[config.mk]
export PLATFORM = sky130hd
export DESIGN_NAME = icache_line_fill_flat
export DESIGN_NICKNAME = d
export VERILOG_FILES = /design/src/rtl/icache_line_fill_pkg.sv /design/src/rtl/icache_line_fill_if.sv /design/src/rtl/icache_line_fill_wrap4_addr_gen.sv /design/src/rtl/icache_line_fill.sv /design/src/flat_wrapper.sv
export SDC_FILE = /design/constraint.sdc
export NUM_CORES = 1
export LEC_CHECK = 0
export ABC_AREA = 1
export CAP_MARGIN = 20
export CORE_ASPECT_RATIO = 0.6
export CORE_MARGIN = 5
export CORE_UTILIZATION = 58
export CTS_BUF_LIST = sky130_fd_sc_hd__clkbuf_2
export DETAILED_ROUTE_END_ITERATION = 16
export PLACE_DENSITY_LB_ADDON = 0.3
export SYNTH_ARGS = -nofsm -noshare
export SYNTH_HDL_FRONTEND = slang
export SYNTH_HIERARCHICAL = 1
export SYNTH_SLANG_ARGS = --single-unit
export TNS_END_PERCENT = 50
[constraint.sdc]
create_clock -name clk -period 3.5 [get_ports clk]
set_clock_uncertainty 0.05 [all_clocks]
set_input_delay 0.35 -clock clk [delete_from_list [all_inputs] [get_ports clk]]
set_output_delay 0.35 -clock clk [all_outputs]
set_load 0.01 [all_outputs]
[src/rtl/icache_line_fill_pkg.sv]
// Shared types and constants for the I-cache line-fill engine and its AHB-lite burst port.
package icache_line_fill_pkg;

    localparam int unsigned LINE_WORDS = 4;
    localparam int unsigned WORD_BITS  = 32;

    typedef enum logic [1:0] {
        TRANS_IDLE   = 2'b00,
        TRANS_BUSY   = 2'b01,
        TRANS_NONSEQ = 2'b10,
        TRANS_SEQ    = 2'b11
    } htrans_t;

    typedef enum logic [2:0] {
        BURST_SINGLE = 3'b000,
        BURST_INCR   = 3'b001,
        BURST_WRAP4  = 3'b010,
        BURST_INCR4  = 3'b011
    } hburst_t;

    localparam logic [2:0] HSIZE_WORD = 3'b010;

    typedef enum logic [2:0] {
        S_IDLE,
        S_ADDR,
        S_BURST,
        S_LAST,
        S_RESP
    } fill_state_t;

    // Word index of beat `beat` in a WRAP4 burst starting at word `start`; wraps inside the line.
    function automatic logic [1:0] wrap4_word(input logic [1:0] start, input logic [1:0] beat);
        return start + beat;
    endfunction

endpackage

[src/rtl/icache_line_fill_if.sv]
// Miss-request, fill-return and AHB-lite master signals of the line-fill engine.
interface icache_line_fill_if
    import icache_line_fill_pkg::*;
#(
    parameter int unsigned ADDR_W    = 32,
    parameter int unsigned LINE_BITS = 128
);
    logic                  req_valid;
    logic                  req_ready;
    logic [ADDR_W-1:0]     req_addr;
    logic                  fill_valid;
    logic                  fill_err;
    logic [ADDR_W-1:0]     fill_addr;
    logic [LINE_BITS-1:0]  fill_line;
    logic                  crit_valid;
    logic [WORD_BITS-1:0]  crit_data;
    logic [ADDR_W-1:0]     haddr;
    logic [1:0]            htrans;
    logic [2:0]            hburst;
    logic [2:0]            hsize;
    logic                  hwrite;
    logic                  hready;
    logic                  hresp;
    logic [WORD_BITS-1:0]  hrdata;

    modport master (
        input  req_valid, req_addr, hready, hresp, hrdata,
        output req_ready, fill_valid, fill_err, fill_addr, fill_line,
               crit_valid, crit_data, haddr, htrans, hburst, hsize, hwrite
    );

    modport slave (
        output req_valid, req_addr, hready, hresp, hrdata,
        input  req_ready, fill_valid, fill_err, fill_addr, fill_line,
               crit_valid, crit_data, haddr, htrans, hburst, hsize, hwrite
    );

endinterface

[src/rtl/icache_line_fill_wrap4_addr_gen.sv]
// Combinational WRAP4 beat address: line bits kept, word index wraps mod 4, byte offset zeroed.
module wrap4_addr_gen
    import icache_line_fill_pkg::*;
#(
    parameter int unsigned ADDR_W = 32
) (
    input  logic [ADDR_W-1:0] base,
    input  logic [1:0]        beat,
    output logic [ADDR_W-1:0] addr
);

    logic unused_base_lsbs;
    assign unused_base_lsbs = ^base[1:0];

    assign addr = {base[ADDR_W-1:4], wrap4_word(base[3:2], beat), 2'b00};

endmodule

[src/rtl/icache_line_fill.sv]
// I-cache line-fill engine: one miss -> 4-beat AHB WRAP4 read -> 128-bit line with a completion pulse.
// Optional critical-word forwarding is enabled by defining LINE_FILL_CWF_EN.
module icache_line_fill
    import icache_line_fill_pkg::*;
#(
    parameter int unsigned ADDR_W    = 32,
    parameter int unsigned LINE_BITS = 128
) (
    input logic                clk,
    input logic                rst,
    icache_line_fill_if.master bus
);

    if (LINE_BITS != LINE_WORDS * WORD_BITS) begin : g_line_bits_check
        $error("icache_line_fill: LINE_BITS must be 128 (4 x 32-bit beats)");
    end

    fill_state_t          state;
    logic [ADDR_W-1:0]    base_addr;
    logic [ADDR_W-1:0]    haddr_q;
    htrans_t              htrans_q;
    hburst_t              hburst_q;
    logic [1:0]           acnt;
    logic [1:0]           dcnt;
    logic                 err_q;
    logic [LINE_BITS-1:0] line_buf;
    logic [LINE_BITS-1:0] line_next;
    logic [LINE_BITS-1:0] fill_line_q;
    logic [ADDR_W-1:0]    fill_addr_q;
    logic                 fill_valid_q;
    logic                 fill_err_q;

    logic [ADDR_W-1:0]    gen_base;
    logic [1:0]           gen_beat;
    logic [ADDR_W-1:0]    next_addr;
    logic [ADDR_W-1:0]    data_addr;
    logic [ADDR_W-1:0]    line_base;
    logic                 capture;
    logic                 unused_data_addr;

    // In IDLE the generator previews beat 0 of the incoming request; otherwise the beat after acnt.
    always_comb begin
        gen_base = base_addr;
        gen_beat = acnt + 2'd1;
        if (state == S_IDLE) begin
            gen_base = bus.req_addr;
            gen_beat = 2'd0;
        end
    end

    wrap4_addr_gen #(.ADDR_W(ADDR_W)) u_addr_gen (
        .base (gen_base),
        .beat (gen_beat),
        .addr (next_addr)
    );

    wrap4_addr_gen #(.ADDR_W(ADDR_W)) u_data_gen (
        .base (base_addr),
        .beat (dcnt),
        .addr (data_addr)
    );

    assign unused_data_addr = ^{data_addr[ADDR_W-1:4], data_addr[1:0]};
    assign line_base        = {base_addr[ADDR_W-1:4], 4'b0000};

    // A data phase completes cleanly only in BURST/LAST with OKAY and no ERROR already seen.
    assign capture = ((state == S_BURST) || (state == S_LAST)) &&
                     bus.hready && !bus.hresp && !err_q;

    always_comb begin
        line_next = line_buf;
        for (int unsigned w = 0; w < LINE_WORDS; w++) begin
            if (data_addr[3:2] == 2'(w)) begin
                line_next[w*WORD_BITS +: WORD_BITS] = bus.hrdata;
            end
        end
    end

    always_ff @(posedge clk) begin
        if (rst) begin
            state        <= S_IDLE;
            base_addr    <= '0;
            haddr_q      <= '0;
            htrans_q     <= TRANS_IDLE;
            hburst_q     <= BURST_SINGLE;
            acnt         <= '0;
            dcnt         <= '0;
            err_q        <= 1'b0;
            line_buf     <= '0;
            fill_line_q  <= '0;
            fill_addr_q  <= '0;
            fill_valid_q <= 1'b0;
            fill_err_q   <= 1'b0;
        end else begin
            fill_valid_q <= 1'b0;
            fill_err_q   <= 1'b0;
            if (capture) begin
                line_buf <= line_next;
            end
            case (state)
                S_IDLE: begin
                    if (bus.req_valid) begin
                        base_addr <= bus.req_addr;
                        haddr_q   <= next_addr;
                        htrans_q  <= TRANS_NONSEQ;
                        hburst_q  <= BURST_WRAP4;
                        acnt      <= '0;
                        dcnt      <= '0;
                        err_q     <= 1'b0;
                        state     <= S_ADDR;
                    end
                end
                S_ADDR: begin
                    if (bus.hready) begin
                        acnt     <= 2'd1;
                        haddr_q  <= next_addr;
                        htrans_q <= TRANS_SEQ;
                        state    <= S_BURST;
                    end
                end
                S_BURST: begin
                    // First ERROR cycle idles the bus; the second completes the fill as failed.
                    if (bus.hresp) begin
                        htrans_q <= TRANS_IDLE;
                        hburst_q <= BURST_SINGLE;
                        if (bus.hready) begin
                            fill_valid_q <= 1'b1;
                            fill_err_q   <= 1'b1;
                            fill_addr_q  <= line_base;
                            state        <= S_RESP;
                        end else begin
                            err_q <= 1'b1;
                            state <= S_LAST;
                        end
                    end else if (bus.hready) begin
                        dcnt <= dcnt + 2'd1;
                        if (acnt == 2'd3) begin
                            htrans_q <= TRANS_IDLE;
                            hburst_q <= BURST_SINGLE;
                            state    <= S_LAST;
                        end else begin
                            acnt    <= acnt + 2'd1;
                            haddr_q <= next_addr;
                        end
                    end
                end
                S_LAST: begin
                    if (bus.hready) begin
                        fill_valid_q <= 1'b1;
                        fill_addr_q  <= line_base;
                        state        <= S_RESP;
                        if (bus.hresp || err_q) begin
                            fill_err_q <= 1'b1;
                        end else begin
                            fill_line_q <= line_next;
                        end
                    end
                end
                S_RESP: begin
                    state <= S_IDLE;
                end
                default: begin
                    state <= S_IDLE;
                end
            endcase
        end
    end

`ifdef LINE_FILL_CWF_EN
    logic                 crit_valid_q;
    logic [WORD_BITS-1:0] crit_data_q;

    always_ff @(posedge clk) begin
        if (rst) begin
            crit_valid_q <= 1'b0;
            crit_data_q  <= '0;
        end else begin
            crit_valid_q <= capture && (dcnt == 2'd0);
            if (capture && (dcnt == 2'd0)) begin
                crit_data_q <= bus.hrdata;
            end
        end
    end

    assign bus.crit_valid = crit_valid_q;
    assign bus.crit_data  = crit_data_q;
`else
    assign bus.crit_valid = 1'b0;
    assign bus.crit_data  = '0;
`endif

    assign bus.req_ready  = (state == S_IDLE);
    assign bus.fill_valid = fill_valid_q;
    assign bus.fill_err   = fill_err_q;
    assign bus.fill_addr  = fill_addr_q;
    assign bus.fill_line  = fill_line_q;
    assign bus.haddr      = haddr_q;
    assign bus.htrans     = htrans_q;
    assign bus.hburst     = hburst_q;
    assign bus.hsize      = HSIZE_WORD;
    assign bus.hwrite     = 1'b0;

endmodule

[src/flat_wrapper.sv]
// flat-port wrapper written by rule: the top's interface ports become plain ports
module icache_line_fill_flat import icache_line_fill_pkg::*;
#(
    parameter int unsigned ADDR_W    = 32,
    parameter int unsigned LINE_BITS = 128
)
  (clk, rst, bus_req_valid, bus_req_addr, bus_hready, bus_hresp, bus_hrdata, bus_req_ready, bus_fill_valid, bus_fill_err, bus_fill_addr, bus_fill_line, bus_crit_valid, bus_crit_data, bus_haddr, bus_htrans, bus_hburst, bus_hsize, bus_hwrite);
  icache_line_fill_if #(.ADDR_W(ADDR_W), .LINE_BITS(LINE_BITS)) bus_i ();
  input logic clk;
  input logic rst;
  input wire logic [$bits(bus_i.req_valid)-1:0] bus_req_valid;
  input wire logic [$bits(bus_i.req_addr)-1:0] bus_req_addr;
  input wire logic [$bits(bus_i.hready)-1:0] bus_hready;
  input wire logic [$bits(bus_i.hresp)-1:0] bus_hresp;
  input wire logic [$bits(bus_i.hrdata)-1:0] bus_hrdata;
  output wire logic [$bits(bus_i.req_ready)-1:0] bus_req_ready;
  output wire logic [$bits(bus_i.fill_valid)-1:0] bus_fill_valid;
  output wire logic [$bits(bus_i.fill_err)-1:0] bus_fill_err;
  output wire logic [$bits(bus_i.fill_addr)-1:0] bus_fill_addr;
  output wire logic [$bits(bus_i.fill_line)-1:0] bus_fill_line;
  output wire logic [$bits(bus_i.crit_valid)-1:0] bus_crit_valid;
  output wire logic [$bits(bus_i.crit_data)-1:0] bus_crit_data;
  output wire logic [$bits(bus_i.haddr)-1:0] bus_haddr;
  output wire logic [$bits(bus_i.htrans)-1:0] bus_htrans;
  output wire logic [$bits(bus_i.hburst)-1:0] bus_hburst;
  output wire logic [$bits(bus_i.hsize)-1:0] bus_hsize;
  output wire logic [$bits(bus_i.hwrite)-1:0] bus_hwrite;
  assign bus_i.req_valid = bus_req_valid;
  assign bus_i.req_addr = bus_req_addr;
  assign bus_i.hready = bus_hready;
  assign bus_i.hresp = bus_hresp;
  assign bus_i.hrdata = bus_hrdata;
  assign bus_req_ready = bus_i.req_ready;
  assign bus_fill_valid = bus_i.fill_valid;
  assign bus_fill_err = bus_i.fill_err;
  assign bus_fill_addr = bus_i.fill_addr;
  assign bus_fill_line = bus_i.fill_line;
  assign bus_crit_valid = bus_i.crit_valid;
  assign bus_crit_data = bus_i.crit_data;
  assign bus_haddr = bus_i.haddr;
  assign bus_htrans = bus_i.htrans;
  assign bus_hburst = bus_i.hburst;
  assign bus_hsize = bus_i.hsize;
  assign bus_hwrite = bus_i.hwrite;
  icache_line_fill #(.ADDR_W(ADDR_W), .LINE_BITS(LINE_BITS)) u_core (.clk(clk), .rst(rst), .bus(bus_i));
endmodule
==> metrics.md <==
| Metric | Value |
|---|---|
| Status | finished clean |
| Pint | 0.00754 W |
| Final core occ | 71.2% |
| Die Wd | 218 um |
| Clock Path Buffers | 3 |
| Hold crit path type | primary input to register |
| Count of final setup violators | 0 |
| Startpoint class of the critical path | register |
| Critical setup path kind | register to primary output |
| Die span in y | 135 um |
| Power Density | 707 mW/mm^2 |
| RePlAce Congestion | 0.920 |
| Global route overflow | 0 |
| Total track usage | 27.8% |
| Sw Share | 41.2% |
| DR pass1 iterations | 6 |
| Max FO, Critical Path | 21 |
| Top Usage Layer GRT | met2 |
| GR Util met2 | 41.7% |
| Core Area | 0.0254 mm^2 |
| Critical Path Sink Type | primary output |
| CTS sink cnt | 359 |
| Io pins | 306 |
| Final #Nets | 2326 |
| Routed wire length | 43600 um |
| Comb pwr share | 39.7% |
| WL per Instance | 16.4 um |
| Vias/cell | 5.28 |
| Worst Max-Slew Pin Slew | 1.01 ns |
| Met1 Track Usage GR | 39.1% |
| Post-DP HPWL | 28400 um |
| TNS Setup | 0 ns |
| Root Buffer | clkbuf_2 |
| CP dominant cell by count | nor2_4 |
| Initial DRC Count | 1692 |
| CP Cell Sequence | nor2_4 > inv_1 > nor2_4 > clkdlybuf4s50_1 |
| Grt met3 use | 7.64% |
| Largest net degree at the start of global routing | 156 |
| # resized after CTS | 0 |
| Via count | 14097 |
| CTS tree | built |
| Sequential power share | 39.6% |
| Avg Inst Size Synth | 7.31 um^2 |
| Initial Utilization | 59.2% |
| Fmax achieved | 337 MHz |
| Die area | 0.0294 mm^2 |
| DRC viols | 0 |
| Tmin final | 2.97 ns |
| Leakage | 7.69 nW |
| WP data arrival | 2.57 ns |
| Max Cap Viol | 0 |
| Worst EP required | 3.10 ns |
| Worst vdd ir | 0.000517 V |
| Remaining antenna violation count | 0 |
| Port Buffer Count | 260 |
| Tcrit/Tclk final | 84.7% |
| Area grow syn2layout | 20.1% |
| Std cell rows | 45 |
| Skew-Pair Late Insertion Delay | 0.90 ns |
| Normalized max-slew margin | 32.9% |
| Number of buffers created by CTS | 80 |
| Syn Inst Count | 2064 |
| Cts hold-fix bufs | 7 |
| Cell area after synthesis | 0.0151 mm^2 |
| Clock Power Share | 20.7% |
| Slowest cell on crit path | clkdlybuf4s50_1 |
| RSZ-0062 raised after global routing | no |
| CTS H-tree lvls | 3 |
| Postcts setup bufs | 0 |
| Critical path's largest stage delay | 0.63 ns |
| Initial antenna violation count | 1 |
| Synth warn | 6 |
| Hold Vio Cnt, Final | 0 |
| Share of cells above drive strength 1 | 7.38% |
| First-pass GRT wire length | 66500 um |
| Worst-path clk slew | 0.11 ns |
| Vias in the first global route | 12696 |
| Final slew viol count | 0 |
| Switching Power | 0.00527 W |
==> state kept, by name (all words and copies together) (netlist names) <==
name,flops
u_core/bus.fill_addr,28
u_core/err_q,1
u_core/dcnt,2
u_core/acnt,2
u_core/bus.fill_err,1
u_core/bus.haddr,32
u_core/bus.hburst,1
u_core/line_buf,128
u_core/bus.fill_line,128
u_core/bus.htrans,2
u_core/state,3
u_core/bus.fill_valid,1
u_core/base_addr,30
==> power groups by stage <==
stage          clock [W]  combinational (W)  sequential (W)
4_1_cts          0.00271            0.00496         0.00506
3_3_place_gp           0            0.00476         0.00513
6_report         0.00265            0.00509         0.00507
3_5_place_dp           0            0.00493         0.00515
5_1_grt          0.00293            0.00566         0.00514
2_1_floorplan          0            0.00355         0.00521
==> layout by cell type, fill, tap and decap left out <==
| cell type | instances |
|---|---|
| a211oi_1 | 73 |
| a21oi_1 | 235 |
| a31oi_1 | 1 |
| buf_12 | 6 |
| buf_16 | 1 |
| buf_2 | 1 |
| buf_4 | 12 |
| bufinv_16 | 1 |
| clkbuf_2 | 124 |
| clkdlybuf4s50_1 | 259 |
| clkinv_1 | 10 |
| clkinv_2 | 5 |
| clkinvlp_4 | 2 |
| conb_1 | 45 |
| dfxtp_1 | 359 |
| diode_2 | 1 |
| dlygate4sd3_1 | 7 |
| ha_1 | 3 |
| inv_1 | 213 |
| inv_2 | 5 |
| inv_4 | 1 |
| inv_6 | 2 |
| nand2_1 | 336 |
| nand2_2 | 4 |
| nand3_1 | 30 |
| nand4_1 | 1 |
| nor2_1 | 254 |
| nor2_4 | 6 |
| nor3_1 | 1 |
| nor3b_1 | 1 |
| nor4_1 | 1 |
| o21ai_0 | 302 |
| o21ai_1 | 13 |
| o21bai_1 | 1 |
| or2_2 | 1 |
==> through the flow <==
step / hold WS (ns) / setup WS [ns] / power [W] / std cells / instance area (um^2)
2_1_floorplan: 0.377 / 1.61 / 0.00876 / 2106 / 15200
3_3_place_gp: 0.383 / 1.04 / 0.00988 / 2514 / 17200
3_5_place_dp: 0.388 / 1.00 / 0.0101 / 2514 / 17200
4_1_cts: 0.00259 / 0.468 / 0.0127 / 2665 / 18000
5_1_grt: 0.00934 / 0.310 / 0.0137 / 2669 / 18100
6_report: 0.0984 / 0.535 / 0.0128 / 2669 / 18100
==> layer usage <==
metal | wire length, um | up-vias
met2 | 19200 | 603
li1 | - | 6961
met1 | 19100 | 6440
met3 | 4250 | 93
met4 | 1080 | 0
met5 | 0 | -
==> worst max-delay path, delay by kind of cell, from the launching register on <==
kind,cells,cell delay [ns]
flip-flops,1,0.39
AND/OR/NAND/NOR,2,0.59
buffers and inverters,2,0.74
==> path summary, 6_finish.rpt <==
kind | start | endpoint | slack, ns | cells past startpoint
worst max-delay path | u_core/state[2] | bus_req_ready | 0.53 | 4
worst min-delay path | bus_req_addr[4] | u_core/base_addr[4] | 0.1 | 3
worst max register to register | u_core/dcnt[1] | u_core/line_buf[47] | 1.14 | 9
worst min register to register | u_core/line_buf[83] | u_core/line_buf[83] | 0.40 | 2
==> cell type report <==
cell class | instances | area (um^2)
fill | 2110 | 7330
multi-input combinational | 1308 | 6010
clock buffer | 124 | 621
sequential | 359 | 7190
clock inverter | 20 | 115
inverter | 219 | 835
tap | 352 | 440
timing repair buffer | 286 | 2910
antenna | 1 | 2.50
Power figures use the tool's default switching activity.
